[config.mk]
export PLATFORM = sky130hd
export DESIGN_NAME = logic_unit_seq
export DESIGN_NICKNAME = d
export VERILOG_FILES = /design/src/rtl/logic_unit_seq.sv
export SDC_FILE = /design/constraint.sdc
export NUM_CORES = 1
export LEC_CHECK = 0
export ABC_CLOCK_PERIOD_IN_PS = 3600
export BUFFER_PORTS_ARGS = -buffer_cell sky130_fd_sc_hd__buf_2
export CORE_MARGIN = 2
export CORE_UTILIZATION = 45
export DETAILED_ROUTE_END_ITERATION = 8
export GPL_TIMING_DRIVEN = 0
export PLACE_DENSITY = 0.74
export RECOVER_POWER = 100
export REMOVE_ABC_BUFFERS = 1
export SLEW_MARGIN = 20
export SYNTH_ARGS = -nofsm -noshare
export SYNTH_HDL_FRONTEND = slang
export SYNTH_SLANG_ARGS = --single-unit
export TNS_END_PERCENT = 1
[constraint.sdc]
create_clock -name clk -period 3.6 [get_ports clk]
set_input_delay 0.18 -clock clk [delete_from_list [all_inputs] [get_ports clk]]
set_output_delay 0.18 -clock clk [all_outputs]
set_load 0.01 [all_outputs]
[src/rtl/logic_unit_seq.sv]
// Slice-serial bitwise logic unit: eight selectable operations, SLICE bits per clock,
// with a start/done handshake around a three-state controller.
module logic_unit_seq #(
    parameter int WIDTH = 32,
    parameter int SLICE = 8
) (
    input  logic             clk,
    input  logic             rst_n,
    input  logic             start,
    input  logic [2:0]       op,
    input  logic [WIDTH-1:0] A,
    input  logic [WIDTH-1:0] B,
    output logic [WIDTH-1:0] res,
    output logic             zero,
    output logic             busy,
    output logic             done,
    output logic [1:0]       dbg_state
);

    localparam int N  = WIDTH / SLICE;
    localparam int CW = (N > 1) ? $clog2(N) : 1;
    localparam logic [WIDTH-1:0] SLICE_MASK = {WIDTH{1'b1}} >> (WIDTH - SLICE);

    if ((WIDTH % SLICE) != 0) begin : g_width_check
        $error("logic_unit_seq: WIDTH must be a multiple of SLICE");
    end

    typedef enum logic [1:0] {
        IDLE = 2'd0,
        BUSY = 2'd1,
        DONE = 2'd2
    } state_t;

    state_t           state, state_nxt;
    logic [WIDTH-1:0] a_q, b_q, wrk, wrk_nxt;
    logic [WIDTH-1:0] a_sh, b_sh;
    logic [2:0]       op_q;
    logic [CW-1:0]    cnt;
    logic [31:0]      base;
    logic [SLICE-1:0] sa, sb, sr;
    logic             last, accept;

    // Handshake: start is sampled at a rising edge in IDLE or DONE (ignored in BUSY);
    // done is a one-cycle pulse in the cycle after the final slice, with res/zero valid.
    assign last   = (cnt == CW'(N - 1));
    assign accept = start && (state != BUSY);

    always_ff @(posedge clk or negedge rst_n) begin
        if (!rst_n) state <= IDLE;
        else        state <= state_nxt;
    end

    always_comb begin
        state_nxt = state;
        case (state)
            IDLE:    if (start) state_nxt = BUSY;
            BUSY:    if (last)  state_nxt = DONE;
            DONE:    state_nxt = start ? BUSY : IDLE;
            default: state_nxt = IDLE;
        endcase
    end

    // Only the slice addressed by cnt is evaluated; the rest of wrk is carried over.
    always_comb begin
        base = 32'(cnt) * 32'(SLICE);
        a_sh = a_q >> base;
        b_sh = b_q >> base;
        sa   = a_sh[SLICE-1:0];
        sb   = b_sh[SLICE-1:0];
        case (op_q)
            3'b000:  sr = sa & sb;
            3'b001:  sr = sa | sb;
            3'b010:  sr = sa ^ sb;
            3'b011:  sr = ~(sa | sb);
            3'b100:  sr = ~(sa & sb);
            3'b101:  sr = ~(sa ^ sb);
            3'b110:  sr = sa & ~sb;
            default: sr = sa;
        endcase
        wrk_nxt = (wrk & ~(SLICE_MASK << base)) | (WIDTH'(sr) << base);
    end

    always_ff @(posedge clk or negedge rst_n) begin
        if (!rst_n) begin
            a_q  <= '0;
            b_q  <= '0;
            op_q <= '0;
            wrk  <= '0;
            cnt  <= '0;
            res  <= '0;
            zero <= 1'b0;
        end else begin
            if (accept) begin
                a_q  <= A;
                b_q  <= B;
                op_q <= op;
                cnt  <= '0;
            end
            if (state == BUSY) begin
                wrk <= wrk_nxt;
                cnt <= cnt + 1'b1;
                if (last) begin
                    res  <= wrk_nxt;
                    zero <= (wrk_nxt == '0);
                end
            end
        end
    end

    assign busy      = (state == BUSY);
    assign done      = (state == DONE);
    assign dbg_state = state;

endmodule

* Yosys cells after proc, flatten, opt, wreduce, memory -nomap -nowiden
Index checks and enable logic that the tools add are counted.
Storage, ports and cells: input bits 70, register bits after elaboration 136, output and inout bits 37
Cells by class: eq/ne operators 12, bitwise gates (word level) 11, shift operators 4, reduce and logical (&&, ||, !) cells 7, mux-type cells 7, $add $sub $neg 1
Operators by type and width (count):
- right shift 32 x 5 -> 8 bit | 2
- case mux 8 bit (7 select lines) | 1
- bitwise AND 32 bit | 1
- zero test 32 bit | 1
- inverter 32 bit | 1
- inverter 8 bit | 4
- bitwise OR 32 bit | 1
- << shifter 8 x 5 -> 32 bit | 1
- << shifter 8 x 5 -> 32 bit, first input constant | 1
- bitwise AND 8 bit | 2
- == test 3 bit, second input constant | 3
- two-way mux 2 bit | 4
- bitwise OR 8 bit | 1
- XOR 8 bit | 1
- == test 3 x 2 -> 1 bit, second input constant | 2
- case mux 2 bit (3 select lines) | 1
- == test 2 bit, second input constant | 2
- != test 2 x 1 -> 1 bit, second input constant | 2
- AND reduction 2 bit | 2
- == test 3 x 1 -> 1 bit, second input constant | 1
- zero test 3 bit | 1
- adder 2 x 1 -> 2 bit, second input constant | 1
- == test 2 x 1 -> 1 bit, second input constant | 1
- zero test 2 bit | 1
- 4 further kinds | 4

* Depth between registers and ports, before layout
Gate-level depths: netlist of the first run.
depth in word-level cells 7, gate-level depth with buffers 14, mapped depth without buffers 10

* Worst setup path after synthesis of the first run
No wires, ideal clock.
path type register to register, start point register cnt[0], end point register zero, setup slack -0.121 ns, data arrival time 3.654 ns, stages on the path, launching flop included 14, path buffers 4, path through dfrtp_1 > buf_6 > buf_2 > buf_1 > mux4_2 > inv_1 > ha_1 > a211oi_1 > a211oi_1 > o22a_1 > buf_2 > or4_4 > a2111oi_4 > a32o_1
Between the ends: cells in the longest elaborated chain, start to end 7, elaborated cells on any way between the ends 19
Ends and longest elaborated chain:
- from (decl) | line 38 | logic [CW-1:0] cnt;
- from (signal assigned) | line 101 | cnt <= cnt + 1'b1;
- right shift 32 x 5 -> 8 bit, on equally long branches | line 67, 66
- inverter 8 bit (tied with other cells) | line 77 | 3'b110: sr = sa & ~sb;
- bitwise AND 8 bit (tied with other cells) | line 77
- case mux 8 bit (7 select lines) | line 70 | case (op_q)
- << shifter 8 x 5 -> 32 bit | line 80 | wrk_nxt = (wrk & ~(SLICE_MASK << base)) | (WIDTH'(sr) << base);
- bitwise OR 32 bit | line 80
- zero test 32 bit | line 104 | zero <= (wrk_nxt == '0);
- to (signal assigned) | line 104
- to (decl) | line 14 | output logic zero,
Parallel ways exist; a longest one is shown, timed or not. A chain may end at the register's enable or synchronous reset.

* Worst setup path in the final report of the first run
Same ends and word-level chain as after synthesis.

==> results of run 1 <==
-- cell families (layout without fill, tap and decap cells) --
family | after synthesis | after routing | synth area share
buf+inv | 60 | 239 | 0.0394
xor+xnor | 3 | 3 | 0.00405
mux | 91 | 91 | 0.188
compound gates | 108 | 108 | 0.131
flops | 128 | 128 | 0.494
fa+ha+maj | 28 | 28 | 0.0540
simple gates | 123 | 123 | 0.0893
-- repair_timing --
item                                   CTS  global route
pin swaps                                0             1
gates resized for setup                  4             4
endpoints found under the hold margin  110             0
hold buffers                            67             0
setup endpoints to repair                1             1
buffers inserted                         0             4
-- metal layers --
metal | track usage | wire (um)
met3 | 0.0536 | 911
met5 | 0 | 0
met4 | 0.0730 | 178
met2 | 0.385 | 8250
met1 | 0.276 | 6780
-- Yosys cell counts (all sizes together), types with 2 or more instances --
cell type | number | area (um2)
a211oi | 7 | 52.6
a21oi | 6 | 30.0
a221oi | 17 | 149
a22o | 28 | 245
a22oi | 2 | 15.0
a32oi | 2 | 17.5
a41oi | 2 | 25.0
and2 | 2 | 15.0
buf | 13 | 78.8
clkbuf | 20 | 75.1
dfrtp | 128 | 3200
ha | 28 | 350
inv | 26 | 97.6
mux2 | 72 | 811
mux2i | 3 | 30.0
mux4 | 16 | 379
nand2 | 24 | 90.1
nand2b | 9 | 56.3
nand3 | 7 | 35.0
nand3b | 2 | 15.0
nor2 | 54 | 203
nor2b | 6 | 37.5
nor3 | 5 | 25.0
nor4 | 5 | 37.5
o211ai | 2 | 15.0
o21a | 3 | 22.5
o21ai | 19 | 95.1
o22ai | 5 | 31.3
or2 | 2 | 12.5
or3 | 2 | 12.5
or4 | 4 | 33.8
xnor2 | 2 | 17.5
-- critical path: stages, from the launching register on --
cell and delay [ps]:
sky130_fd_sc_hd__dfrtp_4 530, sky130_fd_sc_hd__buf_16 190, sky130_fd_sc_hd__mux4_1 630, sky130_fd_sc_hd__inv_1 100
sky130_fd_sc_hd__ha_1 150, sky130_fd_sc_hd__nand2_1 50, sky130_fd_sc_hd__a311o_1 410, sky130_fd_sc_hd__a41oi_4 440
sky130_fd_sc_hd__a22oi_1 220, sky130_fd_sc_hd__and2_1 220, sky130_fd_sc_hd__o2111a_1 130, sky130_fd_sc_hd__a32o_1 210
-- where the power goes --
part / internal (mW) / switching, mW
clock network: 1.34 / 0.652
registers: 2.16 / 0.624
logic: 2.06 / 2.43
-- registers in the layout, summed over array words and instances (netlist names) --
name / cells
a_q: 32
b_q: 32
cnt: 2
dbg_state: 2
op_q: 3
res: 32
wrk: 24
zero: 1
-- metrics by stage --
stage	std cells	hold WS [ps]
2_1_floorplan	508	-116
3_3_place_gp	794	412
3_5_place_dp	797	134
4_1_cts	896	5.14
5_1_grt	900	13.7
6_report	900	13.8
-- worst max path at each step --
stage / start / endpoint / slack (ps) / cells after the start
after floorplan: cnt[0] / zero / -40 / 9
after global placement: cnt[0] / zero / -750 / 9
after detailed placement: cnt[0] / zero / -140 / 10
after CTS: cnt[0] / zero / 20 / 10
after global routing: cnt[0] / zero / -30 / 11
final: cnt[0] / zero / 190 / 11
-- layout by cell type, fill, tap and decap left out, types with 17 or more instances in the layout --
master	n
sky130_fd_sc_hd__ha_1	28
sky130_fd_sc_hd__clkbuf_1	41
sky130_fd_sc_hd__a22o_1	28
sky130_fd_sc_hd__dlygate4sd3_1	67
sky130_fd_sc_hd__nor2_1	54
sky130_fd_sc_hd__o21ai_0	19
sky130_fd_sc_hd__mux2_2	71
sky130_fd_sc_hd__a221oi_1	17
sky130_fd_sc_hd__inv_1	26
sky130_fd_sc_hd__dfrtp_1	125
sky130_fd_sc_hd__buf_2	68
sky130_fd_sc_hd__clkbuf_16	17
sky130_fd_sc_hd__nand2_1	23
-- layout make-up --
| type | count | area [um2] | share of cell area |
|---|---|---|---|
| inverters | 27 | 101 | 0.0119 |
| repair buffers | 180 | 1240 | 0.145 |
| flip-flops and latches | 128 | 3210 | 0.376 |
| well taps | 180 | 225 | 0.0264 |
| multi-input cells | 353 | 3070 | 0.360 |
| clock buffers | 20 | 457 | 0.0536 |
| clock inverters | 12 | 229 | 0.0269 |
==> impl_summary.md, run 1 <==
Yosys
In the synthesized netlist the dominant register cell turns out to be sky130_fd_sc_hd__dfrtp_1. The mean area per synthesized cell is 12.0 um2. After synthesis, the share of flip-flops with an asynchronous set or reset is 1.00. The number of enable flip-flop cells after synthesis is 0.

The register area share after synthesis is 0.494. During synthesis, Yosys emitted a total of 0 warnings. The synthesized area is 6480 um2. The synthesized netlist cell count is 541.

The post-synthesis cell type count is 59. The register bit total from synthesis is 128.

Cells and area
The final core area utilization is 0.610. The design area is 8530 um2. The count of filler cells inserted in the layout is 1148. The area overhead of the layout relative to synthesis is 31.5%. The number of diodes is 0. In the final layout, the share of cells above drive strength 1 is 0.278. The net count of the finished layout is 805.

Die
The floorplan has 43 rows. The floorplan step defined a die boundary enclosing 15400 um2. The floorplan core area is 14000 um2. The initial utilization of the core area, before any placement, comes to 0.464. The die is 124 um tall. The number of placed I/O pins is 107. The x dimension of the die is 124 um.

STA
The part of the cycle the worst path needs is 0.946. The peak clock frequency supported by timing is 294 MHz. The final worst clock skew is 10.2 ps. Setup slack on the critical path of the routed design comes to 193 ps. The post-layout minimum cycle time is 3410 ps. After routing, the total negative slack on setup checks comes to 0 ps. The slew at the pin closest to its max-slew limit is 2440 ps. The final count of pins violating max slew is 109. The count of endpoints failing hold in the final timing report was 0. Setup violations remaining at the end of the flow were counted as 0.

Headroom to the max-slew limit came out at -0.629.

Drt
The total wire length is 16.1 mm. The initial detailed-routing violation count is 320. The count of TritonRoute iterations in the first routing pass is 5. The detailed router placed 5020 vias in this run. After detailed routing, the average wire length per cell comes to 17.9 um. The number of design rule violations left after detail routing is 0. The detail-routed via count per cell is 5.58. The antenna violation net count after detailed routing is 0.

Pwr
In this run the power density over the cells is 1090 nW/um2. Summing internal, switching and leakage power gives 9.28 mW. IR analysis of the VDD net gives a maximum drop of 454 uV.

The leakage power of the design is 3.78 nW.

Global route
The first global-routing pass estimated 26.2 mm of wire. The aggregate global-route resource usage is 0.223. The initial antenna violation count is 0. The via count of the first global-routing pass is 5303. Global routing finished with a remaining overflow of 0. Entering global routing, the biggest net connects 85 pins.

Worst hold path
Counting instances, the worst hold path has a depth of 2. In this run the worst hold path is classified as primary input to flip-flop. The startpoint identified for the worst hold timing path is B[16].

The capture endpoint of the worst hold path is b_q[16].

Worst setup path
The critical path data required time is 3910 ps. Counting cells, the worst reg-to-reg path comes to 11. The critical path is of the flip-flop to flip-flop type. The reg2reg setup slack is 190 ps. The worst register-to-register path ends at zero. In this run the critical register-to-register path is launched from cnt[0]. The worst-path maximum fanout is 14. The element type at the critical path start is a flip-flop. The nature of the critical path endpoint is a flip-flop.

The arrival time of the worst setup path is 3720 ps.

Place
The count of port buffers added during placement is 106. The routability congestion estimate is 0.823. OpenSTA, run right after detailed placement, puts the worst setup slack at -142 ps. Once placement finished, the instance area stood at 7190 um2. The wire-length estimate of the detail-placed layout is 10.1 mm.

Clock tree
In this run the number of H-tree levels came out at 4. The source-to-sink clock delay at the later pin of the worst-skew pair is 430 ps. Counting the buffers created by CTS gives 17. The maximum root-to-sink buffer count is 2. The cell chosen for the clock root is sky130_fd_sc_hd__clkbuf_16. After clock tree synthesis, the clock-pin slew on the worst setup and hold paths is 60 ps. TritonCTS built the clock tree. The clock sink total is 128.

Status
The checks that failed: capacitance limit, slew limit. The run finished, with violations left.

Flow run
Across the run, the number of max-cap violations was 2.
Note: power is estimated with default switching activity, not from simulation.
==> run 2: changes to the inputs <==
--- a/config.mk
+++ b/config.mk
@@ -12,7 +12,6 @@
 export DETAILED_ROUTE_END_ITERATION = 8
 export GPL_TIMING_DRIVEN = 0
 export PLACE_DENSITY = 0.74
-export RECOVER_POWER = 100
 export REMOVE_ABC_BUFFERS = 1
 export SLEW_MARGIN = 20
 export SYNTH_ARGS = -nofsm -noshare
==> impl_summary.md, run 2 (synthesis gave the netlist of run 1 again) <==
Drt
The count of TritonRoute iterations in the first routing pass came to 5 (unchanged). The overall via count from detail_route is 5032 (+0.24%). The initial detailed-routing violation count is 340 (+6.3%). The mean routed wirelength per cell is 17.8 um (-0.34%). The antenna violation net count after detailed routing is 0 (unchanged). The number of design rule violations left after detail routing was 0 (unchanged). The detail-routed via count per cell came to 5.59 (+0.24%).

The total wire length was 16.1 mm (-0.34%).

Worst setup path
The worst-path maximum fanout is 14 (unchanged). The arrival time of the worst setup path is 3710 ps (about the same). The critical path data required time is 3920 ps (about the same). The setup path with the least slack is of type flip-flop to flip-flop. The element type at the critical path start is a flip-flop. The worst setup path is captured at a flip-flop.

Die
The x dimension of the die is 124 um (unchanged). The y dimension of the die came to 124 um (unchanged). The number of rows created at floorplan is 43 (unchanged).

The die area came to 15400 um2 (unchanged). The number of placed I/O pins is 107 (unchanged). The floorplan core area was 14000 um2 (unchanged). The effective utilization at floorplan is 0.464 (unchanged).

Pwr
The leakage power of the design came to 3.93 nW (+3.9%). The fraction of power consumed by sequential logic came to 0.297 (-0.003). The total net switching power is 3.71 mW (-0.14%). The power density over the cells came to 1090 nW/um2 (-0.22%). The proportion of power drawn by the clock network was 0.213 (-0.002).

The cell-internal power was 5.65 mW (+1.5%). The net switching share of the total power was 0.396 (-0.00393). The combinational share of power is 0.490 (+0.005). The peak supply drop is 450 uV (-0.70%).

Clock tree
The clock sink total was 128 (unchanged). The level count of the clock H-tree is 4 (unchanged). The source-to-sink clock delay at the later pin of the worst-skew pair is 430 ps (about the same). The maximum root-to-sink buffer count was 2 (unchanged). In this run the clock root is driven by a sky130_fd_sc_hd__clkbuf_16. The clock-pin slew on the worst setup and hold paths came to 60 ps (about the same).

The TritonCTS clock tree is done. The number of buffers inserted during clock tree synthesis is 17 (unchanged).

STA
The slew at the pin closest to its max-slew limit is 827 ps (-1620 ps). The peak clock frequency supported by timing is 295 MHz (+0.37%). The count of endpoints failing hold in the final timing report came to 0 (unchanged).

The final worst clock skew was 8.67 ps (-1.53 ps). The final hold slack is 10.6 ps (-3.16 ps). The final count of pins violating max slew was 0 (-100%).

The sum of negative setup slack was 0 ps (unchanged). The part of the cycle the worst path needs is 0.943 (-0.00347). The post-layout minimum cycle time is 3390 ps (-12.5 ps). The final critical-path setup slack is 206 ps (+12.5 ps). The final number of setup-violating endpoints was 0 (unchanged). The worst slew slack as a fraction of its limit is 0.449 (+1.08).

Cells and area
The multi-input gate area in the final layout is 3080 um2 (+0.24%). The leading cell type in the layout, fill and taps excluded is sky130_fd_sc_hd__dfrtp_1. The count of nets after finishing came to 805 (unchanged). The count of filler cells inserted in the layout was 1125 (-2.0%). The area taken by flip-flops and latches is 3210 um2 (unchanged).

The area overhead of the layout relative to synthesis is 32.9%. In the layout the commonest cells are sky130_fd_sc_hd__dfrtp_1 (125), sky130_fd_sc_hd__buf_2 (105), sky130_fd_sc_hd__mux2_2 (72). The largest registers in the layout are a_q (32), b_q (32), res (32). The share of post-route cells with drive strength above 1 is 0.336 (+0.0583). The number of diodes is 0 (unchanged).

Place
The routability congestion estimate was 0.823 (unchanged). The placed wire-length estimate was 10.1 mm (unchanged). The setup slack after placement is -142 ps (unchanged). The count of port buffers added during placement was 106 (unchanged).

Worst hold path
The path class of the tightest hold or removal check is primary input to flip-flop.

Flow run
The reported max-cap violation count is 0 (-2).

Status
The flow ran to the end, and the final reports show no timing, DRC or antenna violations.

Global route
The aggregate global-route resource usage is 0.223 (unchanged). The maximum number of pins on one net before global-route repair is 85 (unchanged). The via count of the first global-routing pass is 5303 (unchanged).

The initial antenna violation count is 0 (unchanged). The wire length of the first global-routing pass is 26.2 mm (unchanged). The total overflow reported by the global router is 0 (unchanged).
-- run 2: power by group through the flow --
stage,logic (mW),registers [mW],clock network (mW)
after CTS,4.44,2.77,2.01
after detailed placement,4.31,2.78,0
final,4.58,2.78,1.99
after floorplan,3.06,2.69,0
after global routing,5.05,2.89,2.08
after global placement,4.05,2.75,0
-- run 2: timing repair --
item / in CTS / in global routing
hold buffers: 67 / 0
gates cloned: 0 / 0
pin swaps: 0 / 1
hold endpoints to repair: 110 / 0
setup buffers: 0 / 4
endpoints found under the setup margin: 1 / 1
resized for setup: 4 / 4
-- run 2: metrics by stage --
stage          power [mW]  utilization  instances  cell area [um2]
6_report             9.36        0.616        900             8620
5_1_grt              10.0        0.616        900             8620
4_1_cts              9.22        0.612        896             8560
3_5_place_dp         7.10        0.514        797             7190
3_3_place_gp         6.80        0.507        794             7090
2_1_floorplan        5.75            -        508             6330
-- run 2: worst paths after layout --
check,startpoint,end,slack [ps],cells after the start
max,cnt[0],zero,210,11
min,B[16],b_q[16],10,2
max reg2reg,cnt[0],zero,210,11
min reg2reg,res[7],res[7],490,2
max in group asynchronous,rst_n,op_q[1],2590,3
min in group asynchronous,rst_n,res[26],250,2
-- run 2: worst max-delay path: stages, from the launching register on --
cell,delay [ps]
sky130_fd_sc_hd__dfrtp_4,530
sky130_fd_sc_hd__buf_16,190
sky130_fd_sc_hd__mux4_1,630
sky130_fd_sc_hd__inv_1,100
sky130_fd_sc_hd__ha_1,150
sky130_fd_sc_hd__nand2_1,50
sky130_fd_sc_hd__a311o_1,410
sky130_fd_sc_hd__a41oi_4,430
sky130_fd_sc_hd__a22oi_1,220
sky130_fd_sc_hd__and2_1,220
sky130_fd_sc_hd__o2111a_1,130
sky130_fd_sc_hd__a32o_1,210
-- run 2: metal layers --
metal,up-vias,wire length (um),GRT usage
li1,2334,-,-
met1,2512,6610,0.276
met2,168,8360,0.385
met3,18,922,0.0536
met4,0,169,0.0730
met5,-,0,0
-- run 2: area by class of cell --
class	count	area share
inverter	27	0.0118
multi-input combinational	353	0.357
timing repair buffer	180	0.153
sequential	128	0.372
clock inverter	12	0.0266
tap	180	0.0261
clock buffer	20	0.0530
